**config.mk**
```make
export PLATFORM = sky130hd
export DESIGN_NAME = sma_controller
export DESIGN_NICKNAME = d
export VERILOG_FILES = /design/src/rtl/sma_controller.sv
export SDC_FILE = /design/constraint.sdc
export NUM_CORES = 1
export LEC_CHECK = 0
export ABC_CLOCK_PERIOD_IN_PS = 1300
export BUFFER_PORTS_ARGS = -buffer_cell sky130_fd_sc_hd__buf_2
export CAP_MARGIN = 0
export CELL_PAD_IN_SITES_DETAIL_PLACEMENT = 1
export CELL_PAD_IN_SITES_GLOBAL_PLACEMENT = 2
export CORE_MARGIN = 4
export CORE_UTILIZATION = 22
export DETAILED_ROUTE_END_ITERATION = 12
export MAX_ROUTING_LAYER = met4
export PLACE_DENSITY_LB_ADDON = 0.08
export SYNTH_ARGS = -nofsm -noshare
export SYNTH_HDL_FRONTEND = slang
export SYNTH_SLANG_ARGS = --single-unit
```
**constraint.sdc**
```tcl
create_clock -name clk -period 1.3 [get_ports clk]
set_input_delay 0.26 -clock clk [delete_from_list [all_inputs] [get_ports clk]]
set_output_delay 0.26 -clock clk [all_outputs]
set_load 0.02 [all_outputs]
```
**src/rtl/sma_controller.sv**
```systemverilog
// Sequencing controller for a simple-moving-average datapath: keeps a sliding window of
// samples, feeds it to an external adder tree and publishes the sum and average.
module sma_controller #(
  parameter int DATA_WIDTH  = 8,
  parameter int BUFFER_SIZE = 4,
  parameter int SUM_WIDTH   = $clog2(BUFFER_SIZE) + DATA_WIDTH,
  parameter int ROUND       = 0
) (
  input  logic                              clk,
  input  logic                              rst,
  input  logic                              clear,
  input  logic                              in_valid,
  input  logic [DATA_WIDTH-1:0]             in_data,
  output logic                              in_ready,
  output logic [DATA_WIDTH*BUFFER_SIZE-1:0] buf_vector,
  input  logic [SUM_WIDTH-1:0]              sum_in,
  output logic                              out_valid,
  input  logic                              out_ready,
  output logic [SUM_WIDTH-1:0]              out_sum,
  output logic [DATA_WIDTH-1:0]             out_avg,
  output logic [$clog2(BUFFER_SIZE):0]      fill_count,
  output logic                              primed
);

  localparam int SHIFT   = $clog2(BUFFER_SIZE);
  localparam int CW      = SHIFT + 1;
  localparam int RND_INT = (ROUND != 0) ? BUFFER_SIZE / 2 : 0;
  localparam logic [SUM_WIDTH:0] RND_ADD = RND_INT[SUM_WIDTH:0];
  localparam logic [CW-1:0] FULL = CW'(BUFFER_SIZE);

  typedef enum logic [1:0] {IDLE, SUM, OUT} state_t;

  state_t                state_reg, state_next;
  logic [DATA_WIDTH-1:0] slot_reg   [BUFFER_SIZE];
  logic [DATA_WIDTH-1:0] slot_shift [BUFFER_SIZE];
  logic [CW-1:0]         fill_reg;
  logic [SUM_WIDTH-1:0]  out_sum_reg;
  logic [DATA_WIDTH-1:0] out_avg_reg;
  logic [SUM_WIDTH:0]    avg_full;
  logic [DATA_WIDTH-1:0] avg_trunc;
  logic                  accept;

  // Slot 0 takes the new sample; every other slot inherits its younger neighbour.
  genvar gi;
  generate
    for (gi = 0; gi < BUFFER_SIZE; gi++) begin : g_slot
      if (gi == 0) begin : g_head
        assign slot_shift[gi] = in_data;
      end else begin : g_tail
        assign slot_shift[gi] = slot_reg[gi-1];
      end
      assign buf_vector[DATA_WIDTH*(gi+1)-1 -: DATA_WIDTH] = slot_reg[gi];
    end
  endgenerate

  assign in_ready   = (state_reg == IDLE);
  assign out_valid  = (state_reg == OUT);
  assign accept     = in_valid && in_ready;
  assign primed     = (fill_reg == FULL);
  assign fill_count = fill_reg;
  assign out_sum    = out_sum_reg;
  assign out_avg    = out_avg_reg;

  // One extra bit keeps the rounding addend from wrapping at full scale.
  assign avg_full  = {1'b0, sum_in} + RND_ADD;
  assign avg_trunc = DATA_WIDTH'(avg_full >> SHIFT);

  always_comb begin
    state_next = state_reg;
    case (state_reg)
      IDLE:    if (accept) state_next = SUM;
      SUM:     state_next = primed ? OUT : IDLE;
      OUT:     if (out_ready) state_next = IDLE;
      default: state_next = IDLE;
    endcase
  end

  always_ff @(posedge clk) begin
    if (rst || clear) begin
      state_reg   <= IDLE;
      slot_reg    <= '{default: '0};
      fill_reg    <= '0;
      out_sum_reg <= '0;
      out_avg_reg <= '0;
    end else begin
      state_reg <= state_next;
      if (accept) begin
        slot_reg <= slot_shift;
        if (!primed) fill_reg <= fill_reg + CW'(1);
      end
      if (state_reg == SUM) begin
        out_sum_reg <= sum_in;
        out_avg_reg <= avg_trunc;
      end
    end
  end

endmodule
```
# Word level (Yosys, flattened, before mapping)
# Index checks and enable logic that the tools add are counted.
[op_classes]
n_addsub = 1
n_mul = 0
div = 0
order_cmp = 0
eq_ne = 5
n_shift = 0
mux = 4
bitwise_logic = 1
reduce_logical = 5
[ops]
columns = ["operator", "n"]
rows = [
  ["2-bit two-way mux", 3],
  ["2-bit case mux with 3 select lines", 1],
  ["2-bit by 1-bit inequality test with 1-bit output, second input constant", 2],
  ["2-bit AND reduction", 2],
  ["3-bit by 1-bit adder with 3-bit output, second input constant", 1],
  ["3-bit == test, second input constant", 1],
  ["2-bit by 1-bit == test with 1-bit output, second input constant", 1],
  ["2-bit == test, second input constant", 1],
  ["2-bit logical NOT", 1],
  ["1-bit logical AND", 1],
  ["1-bit logical OR", 1],
  ["1-bit inverter", 1],
]
[word_totals]
regBits = 55
latchBits = 0
ramBits = 0
mem_bits_ro = 0
in_bits = 23
out_inout_bits = 56
wordCells = 24
memories = 0

# Longest topological paths before layout
[logic_depth]
depth_word = 4
depth_mapped = 6
depth_no_buf = 6

# Worst setup path before layout
# OpenSTA, ideal clock, no wires.
[synth_path]
path_kind = "register to register"
startpoint = "register fill_reg[0], in the netlist fill_count[0]"
endpoint = "register fill_reg[1], in the netlist fill_count[1]"
setup_ns = 0.132
arrival_time_ns = 1.201
t_required_ns = 1.168
slack_ns = -0.033
path_stages_with_launch = 7
path_buffers = 0
synth_period_minus_slack_ns = 1.333
path_cell_list = "dfxtp_1 -> inv_1 -> ha_1 -> nand2_1 -> inv_1 -> o21ai_0 -> a21oi_1"
[synth_via]
elab_chain_len = 3
word_cells_on_any_way = 4
cone_classes = "add/sub: 1; eq/ne: 1; bitwise: 1; reduce/logical: 1"
[synth_lines]
columns = ["item", "line_no", "rtl"]
rows = [
  ["start, declared", "36", "logic [CW-1:0] fill_reg;"],
  ["start signal, assigned", "89", "if (!primed) fill_reg <= fill_reg + CW'(1);"],
  ["3-bit == test", "59", "assign primed = (fill_reg == FULL);"],
  ["named net primed", "22", "output logic primed"],
  ["1-bit inverter (no line)", "n/a", ""],
  ["2-bit AND reduction (no line)", "n/a", ""],
]
# The timed path passes the listed nets, and every way through them passes these cells.
# A chain may end at the register's enable or synchronous reset.

# Final worst setup path
[layout_path]
startpoint = "register fill_reg[0], in the netlist fill_count[0]"
endpoint = "output primed"
[layout_via]
elab_chain_len = 1
[layout_lines]
columns = ["item", "line_no"]
rows = [
  ["3-bit == test", "59"],
  ["end, declared", "22"],
]
# No other way between the ends.

==> results.txt <==
- Flip-flop count of the largest register, all copies and words added: 32
- Async set-reset flop share out of synthesis: 0%
- Of the total power, the share spent switching nets is 22.41%.
* Vias post-DR: 1684
- Wirelength, routed: 5549 um
* Total design power: 0.003039 W
- Clock latency on the worst-skew pair: 0.30 ns
- The die covers about 9600 um2.
- Top post-synthesis cells by count: sky130_fd_sc_hd__nand2_1 (85), sky130_fd_sc_hd__dfxtp_1 (47), sky130_fd_sc_hd__a21oi_1 (45)
- The worst-case IR drop observed on VDD is ~0.00066 V.
- Number of setup violations in the final report: 1
- The number of antenna violations at the first check in global routing came to 0.
* Seq cells post-synth: 47
- Synthesized Nets: 246
- Via count of the first global-routing pass: 1724
- CTS placed an instance of sky130_fd_sc_hd__clkbuf_8 at the clock tree root.
* Nets: 329
* Mapped cell area: around 1800 um2
- For met1 alone, demand over resource in global routing was between 10% and 20%.
* Maximum net fanout on the critical path: 2
- In this run the critical register-to-register path is captured at buf_vector[23].
- Synthesized area per cell: 8.090 um2
* Register clock-pin slew on the reported worst setup and hold paths: 0.09 ns
* WS Path Type: flop to output port
* Shortest period the worst path allows: about 1.3 ns
- Class of the worst hold path: input pin to flop
* RSZ-0062 raised after global routing: yes
- No sink is reached through more buffers than the 2 on the longest clock path.
- N_diodes: 0
- Hold repair after CTS inserted 0 buffers.
* Endpoint kind of the worst setup timing path: output port
- Global routing finished with a remaining overflow of 0.
* Number of synthesized flops with an enable pin: 0
- The flow ran to the end, but the final reports show violations.
* Clk sink count: 47
* H-tree depth: 2
- Transition time at the pin with the least slew margin: about 0.20 ns
- Total count of hold-check failures in the final report: 0
- From left edge to right edge, the die measures approximately 100 um.
- Sequential fraction of design power: between 40 and 50%
- Vertical die dimension: approximately 100 um
- Part of the cycle the worst path needs: 101.5%
* Number of CTS-inserted buffers: 5
- P_leak: between 1 and 1.5 nW
- Worst reg-to-reg setup slack: 0.07 ns
- Synth-to-layout area growth: 46.19%
- For met2 alone, demand over resource in global routing was 16.07%.
* Clock tree from TritonCTS: yes
- WP data required: around 1.0 ns
* Main synth FF type: sky130_fd_sc_hd__dfxtp_1
- The netlist uses 21 different library cells.
* Clock group share of total power: 41.9%
- The count of buffers added on input and output ports is 78.
* RD Place Congestion: between 0.7 and 0.8
- After the first detailed-routing iteration, the DRC count stood at 49.
- Detailed Place HPWL: 3599 um
- Cells fill 33.48% of the core in the end.
* Fraction of synthesized cell area taken by the top area cell type: 52.62%
- Relative max-transition margin: 86.96%
- sky130_fd_sc_hd__nand2_1 is the most common cell in the netlist.
- The worst setup path is launched from a flop.
- Before antenna repair, the detailed router went through 2 iterations.
- Total number of yosys warnings: 0
* Wire length of the first global-routing pass: 8500 um
* Vias/cell: 4.138
- Cell accounting for the most synthesized area: sky130_fd_sc_hd__dfxtp_1
- Ranked by total cell area, the synthesized netlist is headed by sky130_fd_sc_hd__dfxtp_1 (53%), sky130_fd_sc_hd__nand2_1 (18%), sky130_fd_sc_hd__a21oi_1 (13%).
* Remaining DRCs: 0
* Startpoint of the worst-slack reg-to-reg timing path: state_reg[0]
* Skew final: about 0.011 ns
- The checks that failed: setup timing.
- Arrival time of data at the critical path endpoint: about 1.1 ns
- Global-route usage over all layers: 11.06%
- Number of cell instances on the worst register-to-register path: 6
- Fraction of layout instances using a drive strength above 1: 40.33%
- After floorplanning, the core was divided into 32 placement rows.
- Max-cap violations: 0
- Floorplan core area: 7807 um2
* Number of ports placed on the die boundary: slightly below 80
* Number of nets still failing antenna checks after routing: 0
- The internal portion of the total power is 0.002358 W.
* Effective utilization at floorplan: 22.90%
- After detailed routing, the average wire length per cell comes to 13.63 um.
* Cells after Synth: 221
* Startpoint of the most critical setup path: fill_count[0]
* Pwr Density: 1163 nW/um2
- Grt peak-use layer: met2
- Largest net degree at the start of global routing: 36
* Max frequency: 758.2 MHz
* Proportion of synthesized chip area in sequential cells: 52.62%
- Setup slack on the critical path of the routed design comes to -0.01889 ns.
* NetSw: 0.0006811 W
* Met3 Track Usage GR: 3.143%
- Worst Setup EP: primed
* Pins Over Slew Limit: 0
- The share of total power dissipated in combinational logic is 9.8%.
-- worst min-delay path by stage --
stage,from,end,cells after the start
2_1_floorplan,in_data[0],buf_vector[0],2
3_3_place_gp,buf_vector[31],buf_vector[31],2
3_5_place_dp,buf_vector[28],buf_vector[28],2
4_1_cts,sum_in[1],out_sum[1],3
5_1_grt,sum_in[1],out_sum[1],3
6_report,sum_in[1],out_sum[1],3
-- routing by layer --
| layer | wire length [um] | vias up |
|---|---|---|
| met5 | 0 | - |
| met4 | 22 | 0 |
| met3 | 296 | 4 |
| met2 | 2392 | 52 |
| met1 | 2837 | 761 |
| li1 | - | 867 |
-- cell usage in the layout (no fill, tap or decap), drive strengths merged --
master / count
a21oi: 45
a22oi: 1
and4b: 1
buf: 95
bufinv: 2
clkbuf: 9
dfxtp: 47
ha: 2
inv: 4
nand2: 85
nand2b: 1
nand3: 2
nor2: 3
nor2b: 2
nor3: 1
nor3b: 1
o21ai: 2
or2: 1
or3b: 1
-- stage by stage --
stage	hold slack [ns]	setup WS, ns	cells	instance area [um2]	TNS [ns]
3_5_place_dp	0.4449	0.03952	390	2271	0
3_3_place_gp	0.4421	0.06031	390	2271	0
4_1_cts	0.1777	-0.03980	401	2470	-0.03980
2_1_floorplan	0.3960	0.01055	221	1789	0
5_1_grt	0.1746	-0.07633	407	2614	-0.1833
6_report	0.1894	-0.01889	407	2614	-0.01889
-- power by group through the flow --
stage | Combinational, W | Sequential (W) | Clock, W
floorplan | 0.000125 | 0.00152 | 0
global placement | 0.000242 | 0.00150 | 0
detailed placement | 0.000239 | 0.00150 | 0
CTS | 0.000246 | 0.00147 | 0.00133
global route | 0.000327 | 0.00147 | 0.00137
finish | 0.000298 | 0.00147 | 0.00127
-- cells by family (layout without fill, tap and decap cells) --
kind of cell	Yosys count	after routing	share of synthesized area [%]
AO/OA/AOI/OAI	48	48	13.58
adder cells (fa/ha/maj)	2	2	1.399
buffers and inverters	26	110	9.587
flip-flops	47	47	52.62
AND/OR/NAND/NOR	98	98	22.81
-- critical path, stage by stage (launching register included) --
cell                      delay, ns
sky130_fd_sc_hd__dfxtp_2       0.34
sky130_fd_sc_hd__inv_2         0.05
sky130_fd_sc_hd__ha_4          0.16
sky130_fd_sc_hd__nand2_4       0.07
sky130_fd_sc_hd__inv_2         0.04
sky130_fd_sc_hd__buf_6         0.12
-- what timing repair did --
item                       4_1_cts  5_1_grt
pin swaps                        1        3
cloned                           0        4
setup buffers                    3        2
gates resized for setup         16       12
setup endpoints to repair        3       30
-- cell type report --
class | instances | area, um2
Clock buffer | 6 | 72.57
Clock inverter | 2 | 60.06
Fill cell | 987 | 5194
Inverter | 4 | 15.01
Multi-Input combinational cell | 148 | 728.2
Sequential cell | 47 | 945.9
Tap cell | 102 | 127.6
Timing Repair Buffer | 98 | 664.4
(Power assumes the default switching activity.)
